<file path="src/rtl/spi_mem_ctrl.sv">
// SPI mode-0 memory controller: serves one ROM fetch, RAM read or RAM write per
// spi_executing request. The ROM and RAM share sclk/mosi/miso and have separate
// chip selects.
module spi_mem_ctrl #(
    parameter int CLK_DIV    = 2,
    parameter int ADDR_BYTES = 3
) (
    input  logic        clk,
    input  logic        rst,
    input  logic        spi_executing,
    output logic        spi_done,
    input  logic        rom_read,
    input  logic        ram_read,
    input  logic        ram_write,
    input  logic [15:0] addr,
    input  logic [7:0]  data_in,
    output logic [7:0]  data_out,
    output logic        sclk,
    output logic        mosi,
    input  logic        miso,
    output logic        rom_cs_n,
    output logic        ram_cs_n
);

    localparam int ADDR_W     = 8 * ADDR_BYTES;
    localparam int FRAME_BITS = 16 + ADDR_W;
    localparam int DIV_W      = (2 * CLK_DIV > 1) ? $clog2(2 * CLK_DIV) : 1;
    localparam int CNT_W      = $clog2(FRAME_BITS);

    localparam logic [DIV_W-1:0] DIV_LAST = DIV_W'(2 * CLK_DIV - 1);
    localparam logic [DIV_W-1:0] DIV_RISE = DIV_W'(CLK_DIV - 1);
    localparam logic [CNT_W-1:0] BIT_LAST = CNT_W'(FRAME_BITS - 1);
    localparam logic [CNT_W-1:0] CMD_END  = CNT_W'(8);
    localparam logic [CNT_W-1:0] ADDR_END = CNT_W'(8 + ADDR_W);

    typedef enum logic [2:0] {
        S_IDLE,
        S_CMD,
        S_ADDR,
        S_DATA,
        S_FINISH
    } state_t;

    state_t                  r_state, r_state_next;
    logic [DIV_W-1:0]        r_div, r_div_next;
    logic [CNT_W-1:0]        r_bit, r_bit_next;
    logic [FRAME_BITS-1:0]   r_shift, r_shift_next;
    logic [7:0]              r_rx, r_rx_next;
    logic                    r_is_read, r_is_read_next;
    logic                    r_done, r_done_next;
    logic [7:0]              r_data_out, r_data_out_next;
    logic                    r_sclk, r_sclk_next;
    logic                    r_rom_cs_n, r_rom_cs_n_next;
    logic                    r_ram_cs_n, r_ram_cs_n_next;

    logic                    w_any_op;
    logic [7:0]              w_cmd;
    logic [FRAME_BITS-1:0]   w_frame;
    logic [CNT_W-1:0]        w_bit_inc;

    // Whole frame is built at accept time; the address is zero-extended so
    // the upper address bytes go out as 0.
    assign w_any_op  = ram_write | ram_read | rom_read;
    assign w_cmd     = ram_write ? 8'h02 : 8'h03;
    assign w_frame   = {w_cmd, ADDR_W'(addr), (ram_write ? data_in : 8'h00)};
    assign w_bit_inc = r_bit + CNT_W'(1);

    // Next-state and next-output logic; every output is registered.
    always_comb begin
        r_state_next    = r_state;
        r_div_next      = r_div;
        r_bit_next      = r_bit;
        r_shift_next    = r_shift;
        r_rx_next       = r_rx;
        r_is_read_next  = r_is_read;
        r_done_next     = r_done;
        r_data_out_next = r_data_out;
        r_sclk_next     = r_sclk;
        r_rom_cs_n_next = r_rom_cs_n;
        r_ram_cs_n_next = r_ram_cs_n;

        case (r_state)
            S_IDLE: begin
                r_done_next     = 1'b1;
                r_sclk_next     = 1'b0;
                r_rom_cs_n_next = 1'b1;
                r_ram_cs_n_next = 1'b1;
                if (spi_executing) begin
                    r_done_next = 1'b0;
                    r_div_next  = '0;
                    r_bit_next  = '0;
                    if (w_any_op) begin
                        // Priority ram_write > ram_read > rom_read; the chip
                        // select drops together with the command MSB on mosi.
                        r_state_next    = S_CMD;
                        r_shift_next    = w_frame;
                        r_is_read_next  = ~ram_write;
                        r_ram_cs_n_next = ~(ram_write | ram_read);
                        r_rom_cs_n_next = ram_write | ram_read;
                    end else begin
                        // NOP: single busy cycle, no bus activity.
                        r_state_next   = S_FINISH;
                        r_is_read_next = 1'b0;
                    end
                end
            end

            S_CMD, S_ADDR, S_DATA: begin
                if (r_div == DIV_LAST) begin
                    r_div_next  = '0;
                    r_sclk_next = 1'b0;
                    if (r_bit == BIT_LAST) begin
                        r_state_next    = S_FINISH;
                        r_shift_next    = '0;
                        r_rom_cs_n_next = 1'b1;
                        r_ram_cs_n_next = 1'b1;
                    end else begin
                        // New bit starts with sclk low; mosi moves only here.
                        r_bit_next   = w_bit_inc;
                        r_shift_next = r_shift << 1;
                        if (w_bit_inc < CMD_END)
                            r_state_next = S_CMD;
                        else if (w_bit_inc < ADDR_END)
                            r_state_next = S_ADDR;
                        else
                            r_state_next = S_DATA;
                    end
                end else begin
                    r_div_next  = r_div + DIV_W'(1);
                    r_sclk_next = (r_div >= DIV_RISE);
                    // Capture miso on the edge where sclk goes 0->1.
                    if (r_div == DIV_RISE)
                        r_rx_next = {r_rx[6:0], miso};
                end
            end

            S_FINISH: begin
                r_state_next    = S_IDLE;
                r_done_next     = 1'b1;
                r_sclk_next     = 1'b0;
                r_rom_cs_n_next = 1'b1;
                r_ram_cs_n_next = 1'b1;
                if (r_is_read)
                    r_data_out_next = r_rx;
            end

            default: begin
                r_state_next = S_IDLE;
            end
        endcase
    end

    // State and output registers with synchronous abort on rst.
    always_ff @(posedge clk) begin
        if (rst) begin
            r_state    <= S_IDLE;
            r_div      <= '0;
            r_bit      <= '0;
            r_shift    <= '0;
            r_rx       <= '0;
            r_is_read  <= 1'b0;
            r_done     <= 1'b1;
            r_data_out <= '0;
            r_sclk     <= 1'b0;
            r_rom_cs_n <= 1'b1;
            r_ram_cs_n <= 1'b1;
        end else begin
            r_state    <= r_state_next;
            r_div      <= r_div_next;
            r_bit      <= r_bit_next;
            r_shift    <= r_shift_next;
            r_rx       <= r_rx_next;
            r_is_read  <= r_is_read_next;
            r_done     <= r_done_next;
            r_data_out <= r_data_out_next;
            r_sclk     <= r_sclk_next;
            r_rom_cs_n <= r_rom_cs_n_next;
            r_ram_cs_n <= r_ram_cs_n_next;
        end
    end

    // The shift register is cleared outside a frame, so its MSB is mosi directly.
    assign spi_done = r_done;
    assign data_out = r_data_out;
    assign sclk     = r_sclk;
    assign mosi     = r_shift[FRAME_BITS-1];
    assign rom_cs_n = r_rom_cs_n;
    assign ram_cs_n = r_ram_cs_n;

endmodule
</file>
<file path="config.mk">
export PLATFORM = sky130hd
export DESIGN_NAME = spi_mem_ctrl
export DESIGN_NICKNAME = d
export VERILOG_FILES = /design/src/rtl/spi_mem_ctrl.sv
export SDC_FILE = /design/constraint.sdc
export NUM_CORES = 1
export LEC_CHECK = 0
export CAP_MARGIN = 40
export CELL_PAD_IN_SITES_DETAIL_PLACEMENT = 1
export CELL_PAD_IN_SITES_GLOBAL_PLACEMENT = 1
export CORE_ASPECT_RATIO = 0.9
export CORE_MARGIN = 8
export CORE_UTILIZATION = 41
export CTS_CLUSTER_DIAMETER = 200
export CTS_CLUSTER_SIZE = 12
export DETAILED_ROUTE_END_ITERATION = 12
export PLACE_DENSITY = 0.86
export SLEW_MARGIN = 20
export SYNTH_ARGS = -nofsm -noshare
export SYNTH_HDL_FRONTEND = slang
export SYNTH_SLANG_ARGS = --single-unit
</file>
<file path="constraint.sdc">
create_clock -name clk -period 2.9 [get_ports clk]
set_clock_uncertainty 0.15 [all_clocks]
set_input_delay 0.725 -clock clk [delete_from_list [all_inputs] [get_ports clk]]
set_output_delay 0.725 -clock clk [all_outputs]
set_load 0.01 [all_outputs]
</file>
Yosys cells after proc, flatten, opt, wreduce, memory -nomap -nowiden --
Cells that the tools add are included.
Word-level totals: register bits 72, input bits 31, output and inout bits 13, logic and storage cells 82
Operators by class: add/sub/neg operators 2, magnitude comparators 3, eq/ne operators 12, multiplexer cells 34, bitwise gates (word level) 5, reductions and logical operators 15
Operators with widths (number):
- $mux W40 | 4
- $pmux W40 S2 | 1
- $mux W6 | 3
- $mux W3 | 4
- $pmux W6 S2 | 1
- $mux W1 | 11
- $ne A2 B2 Y1 const B | 5
- $mux W8 | 1
- $reduce_and A2 Y1 | 4
- $reduce_and A4 Y1 | 2
- $add A6 B1 Y6 const B | 1
- $eq A3 B2 Y1 const B | 2
- $eq A6 B6 Y1 const B | 1
- $lt A6 B4 Y1 const B | 1
- $lt A6 B6 Y1 const B | 1
- $mux W2 | 3
- $pmux W1 S3 | 2
- $pmux W3 S2 | 1
- $reduce_and A3 Y1 | 2
- $reduce_bool A2 Y1 | 3
- $pmux W1 S2 | 2
- $pmux W2 S2 | 1
- $eq A3 B1 Y1 const B | 1
- $eq A3 B3 Y1 const B | 1
- 10 further kinds | 13

Depth between registers and ports, before layout --
depth in word-level cells 7, depth in mapped cells 8, mapped depth without buffers 5

Worst setup path after synthesis --
No wires, ideal clock.
kind input port to flip-flop, start in spi_executing, end reg r_shift[5], setup time 137 ps, arrival 1967 ps, data required time 2613 ps, slack 646 ps, cell stages on the path 6, path buffers 2, cells stage by stage or4b_1 > buf_6 > o22a_2 > buf_6 > a221oi_1 > nor3_1
On the way: word-level cells in the longest chain between the ends 2
RTL lines:
- start: declaration | line 10 | input logic spi_executing,
- $ne A2 B2 Y1 (no line)
- $reduce_and A4 Y1 (no line)
- end signal: assignment | line 171 | r_shift <= r_shift_next;
- end: declaration | line 47 | logic [FRAME_BITS-1:0] r_shift, r_shift_next;
No other way between the ends. A chain may end at the register's enable or synchronous reset.

Final worst setup path --
start in spi_executing, end reg r_shift[3]
Same word-level chain as after synthesis.

==> metrics <==
outcome=complete, no violations; GRT Overall Usage=0.153; Hold Startpoint=data_out[2]; number of I/O pins=44; final worst path period share=0.885; first-pass GRT wire length=13.4 mm; # rows=30; WHS Path Cells=2; root buffer cell=clkbuf_8; DRT antenna net count=0; DRC violations left=0; Hold-fix buffers, CTS=0; die height=99.0 um; H-tree depth=3; final wirelength=8.04 mm; final setup margin=334 ps; Initial Util=0.420; Clock Latency Late Sink=340 ps; drt pass-1 iters=4; fin crit period=2570 ps; Power Density=533 nW/um2; Layout area overhead=21.5%; vias post-DR=2755; hold crit path type=flop to flop; cts repair resizes=0; final layout net count=422; post-synth cell types=44; hold path endpoint=data_out[2]; RSZ-0062 raised after global routing=false; Max VDD drop=339 uV; clk buf depth=2; vias per cell=5.65; CP Max Fanout=24; CTS Buf Count=9; fraction of layout cells with a size suffix above 1=0.128; Die X=108 um; Syn Nets=384; gpl congestion=0.804; Async SR Flop Fraction=0; FMAX=390 MHz; fill count=859; # clock sinks=72; # Post-CTS Setup Buffers=0; Power Total=0.00203 W; initial DRC count=118; critical path type=input pin to flop; Final setup viols=0; Avg Cell Area, Syn=8.96 um2; Max-slew headroom=0.518; Reg2Reg Depth=5; Yosys reg bits=72; Yosys warnings=0; CP endpoint kind=flop; Mapped Cells=350; critical path arrival=2630 ps; WL/cell=16.5 um; worst slack, placed=-14.3 ps; number of max-cap violations=0; antenna cells=0; initial antenna violation count=0; EDFF count, synth=0; R2R Path Start=r_bit[0]; Main synth FF type=dfxtp_1; Worst-Margin Slew=722 ps; max-slew violations=0; R2R Setup Slk=570 ps; Static Leak=1.35 nW; vias in the first global route=2799; GRT overflow=0; largest net degree at the start of global routing=43; nature of the critical path startpoint=input pin; DIE AREA=10700 um2; Detailed Place HPWL=5.59 mm; TritonCTS clock tree=yes; Seq/Total Area, Yosys=0.460; Crit path required time=2970 ps; IO buf count=43; mapped cell area=3140 um2; Reg clk slew, reported paths=70 ps; FF-to-FF End=r_shift[32]; final hold violation count=0; core area=7470 um2
==> how the worst max path moves through the flow <==
stage	endpoint	startpoint	slack, ps
after global placement	r_shift[7]	spi_executing	90
after CTS	r_shift[2]	spi_executing	350
final	r_shift[3]	spi_executing	330
after floorplan	r_shift[5]	spi_executing	650
after detailed placement	r_shift[2]	spi_executing	-10
after global routing	r_shift[2]	spi_executing	290
==> worst max-delay path: stages <==
cell	delay, ps
clkdlybuf4s50_1	490
or4b_1	570
o22a_2	440
a221oi_1	310
nor3_1	80
==> cells in the mapped netlist, drive strengths merged, types with 5 or more instances <==
cell type | number | area (um2)
a21oi | 18 | 90.1
a221oi | 8 | 70.1
a22oi | 14 | 105
a311oi | 17 | 243
buf | 13 | 95.1
clkbuf | 15 | 56.3
dfxtp | 72 | 1440
mux2i | 8 | 80.1
nand2 | 35 | 131
nand3 | 22 | 110
nor2 | 60 | 225
nor3 | 16 | 80.1
o21ai | 5 | 25.0
==> kinds of logic after synthesis <==
group	after synthesis	share of synthesized area
AO/OA/AOI/OAI	83	0.230
adder cells (fa/ha/maj)	3	0.0120
buffers and inverters	32	0.0531
flip-flops	72	0.460
multiplexers	9	0.0291
AND/OR/NAND/NOR	151	0.216
==> registers in the layout, indices dropped and copies added (netlist names) <==
register	count
data_out	8
r_bit	6
r_div	2
r_is_read	1
r_rx	8
r_shift	40
r_state	3
ram_cs_n	1
rom_cs_n	1
sclk	1
spi_done	1
==> stage by stage <==
stage	cells	setup TNS [ps]	hold slack, ps	instance area (um2)	util
finish	488	0	309	3810	0.510
floorplan	350	0	281	3140	-
detailed placement	472	-18.3	300	3630	0.486
global route	488	0	323	3810	0.510
global placement	472	0	294	3630	0.486
CTS	487	0	311	3800	0.509
==> area by class of cell <==
cell class | instances | area [um2] | share of cell area
timing repair buffer | 55 | 528 | 0.139
clock inverter | 3 | 17.5 | 0.00460
inverter | 4 | 15.0 | 0.00394
tap | 96 | 120 | 0.0315
multi-input combinational | 246 | 1530 | 0.402
clock buffer | 12 | 155 | 0.0407
sequential | 72 | 1440 | 0.378
==> placed cells by master (no fill, tap or decap), drive strengths merged, types with 2 or more instances in the layout <==
| master | count |
|---|---|
| nor3b | 2 |
| and3 | 4 |
| nor3 | 16 |
| o22ai | 2 |
| inv | 4 |
| a22oi | 14 |
| nand2b | 4 |
| nand3 | 22 |
| dfxtp | 72 |
| a21oi | 18 |
| clkinv | 2 |
| o21bai | 2 |
| buf | 12 |
| ha | 3 |
| nor2 | 60 |
| clkdlybuf4s50 | 42 |
| nand3b | 2 |
| a221oi | 8 |
| a211oi | 4 |
| mux2i | 8 |
| o21ba | 2 |
| nand2 | 35 |
| o21ai | 5 |
| a211o | 2 |
| clkbuf | 13 |
| a311oi | 17 |
==> per-layer routing <==
metal | GRT usage | part of all wire
met5 | 0 | 0
met2 | 0.254 | 0.50
met4 | 0.0405 | 0.012
met1 | 0.185 | 0.45
met3 | 0.0489 | 0.037
==> power by group <==
part | switching (W) | internal [W]
registers | 0.0000257 | 0.00103
clock network | 0.000358 | 0.000350
logic | 0.000148 | 0.000121
total | 0.000531 | 0.00150
Note: power is estimated with default switching activity, not from simulation.
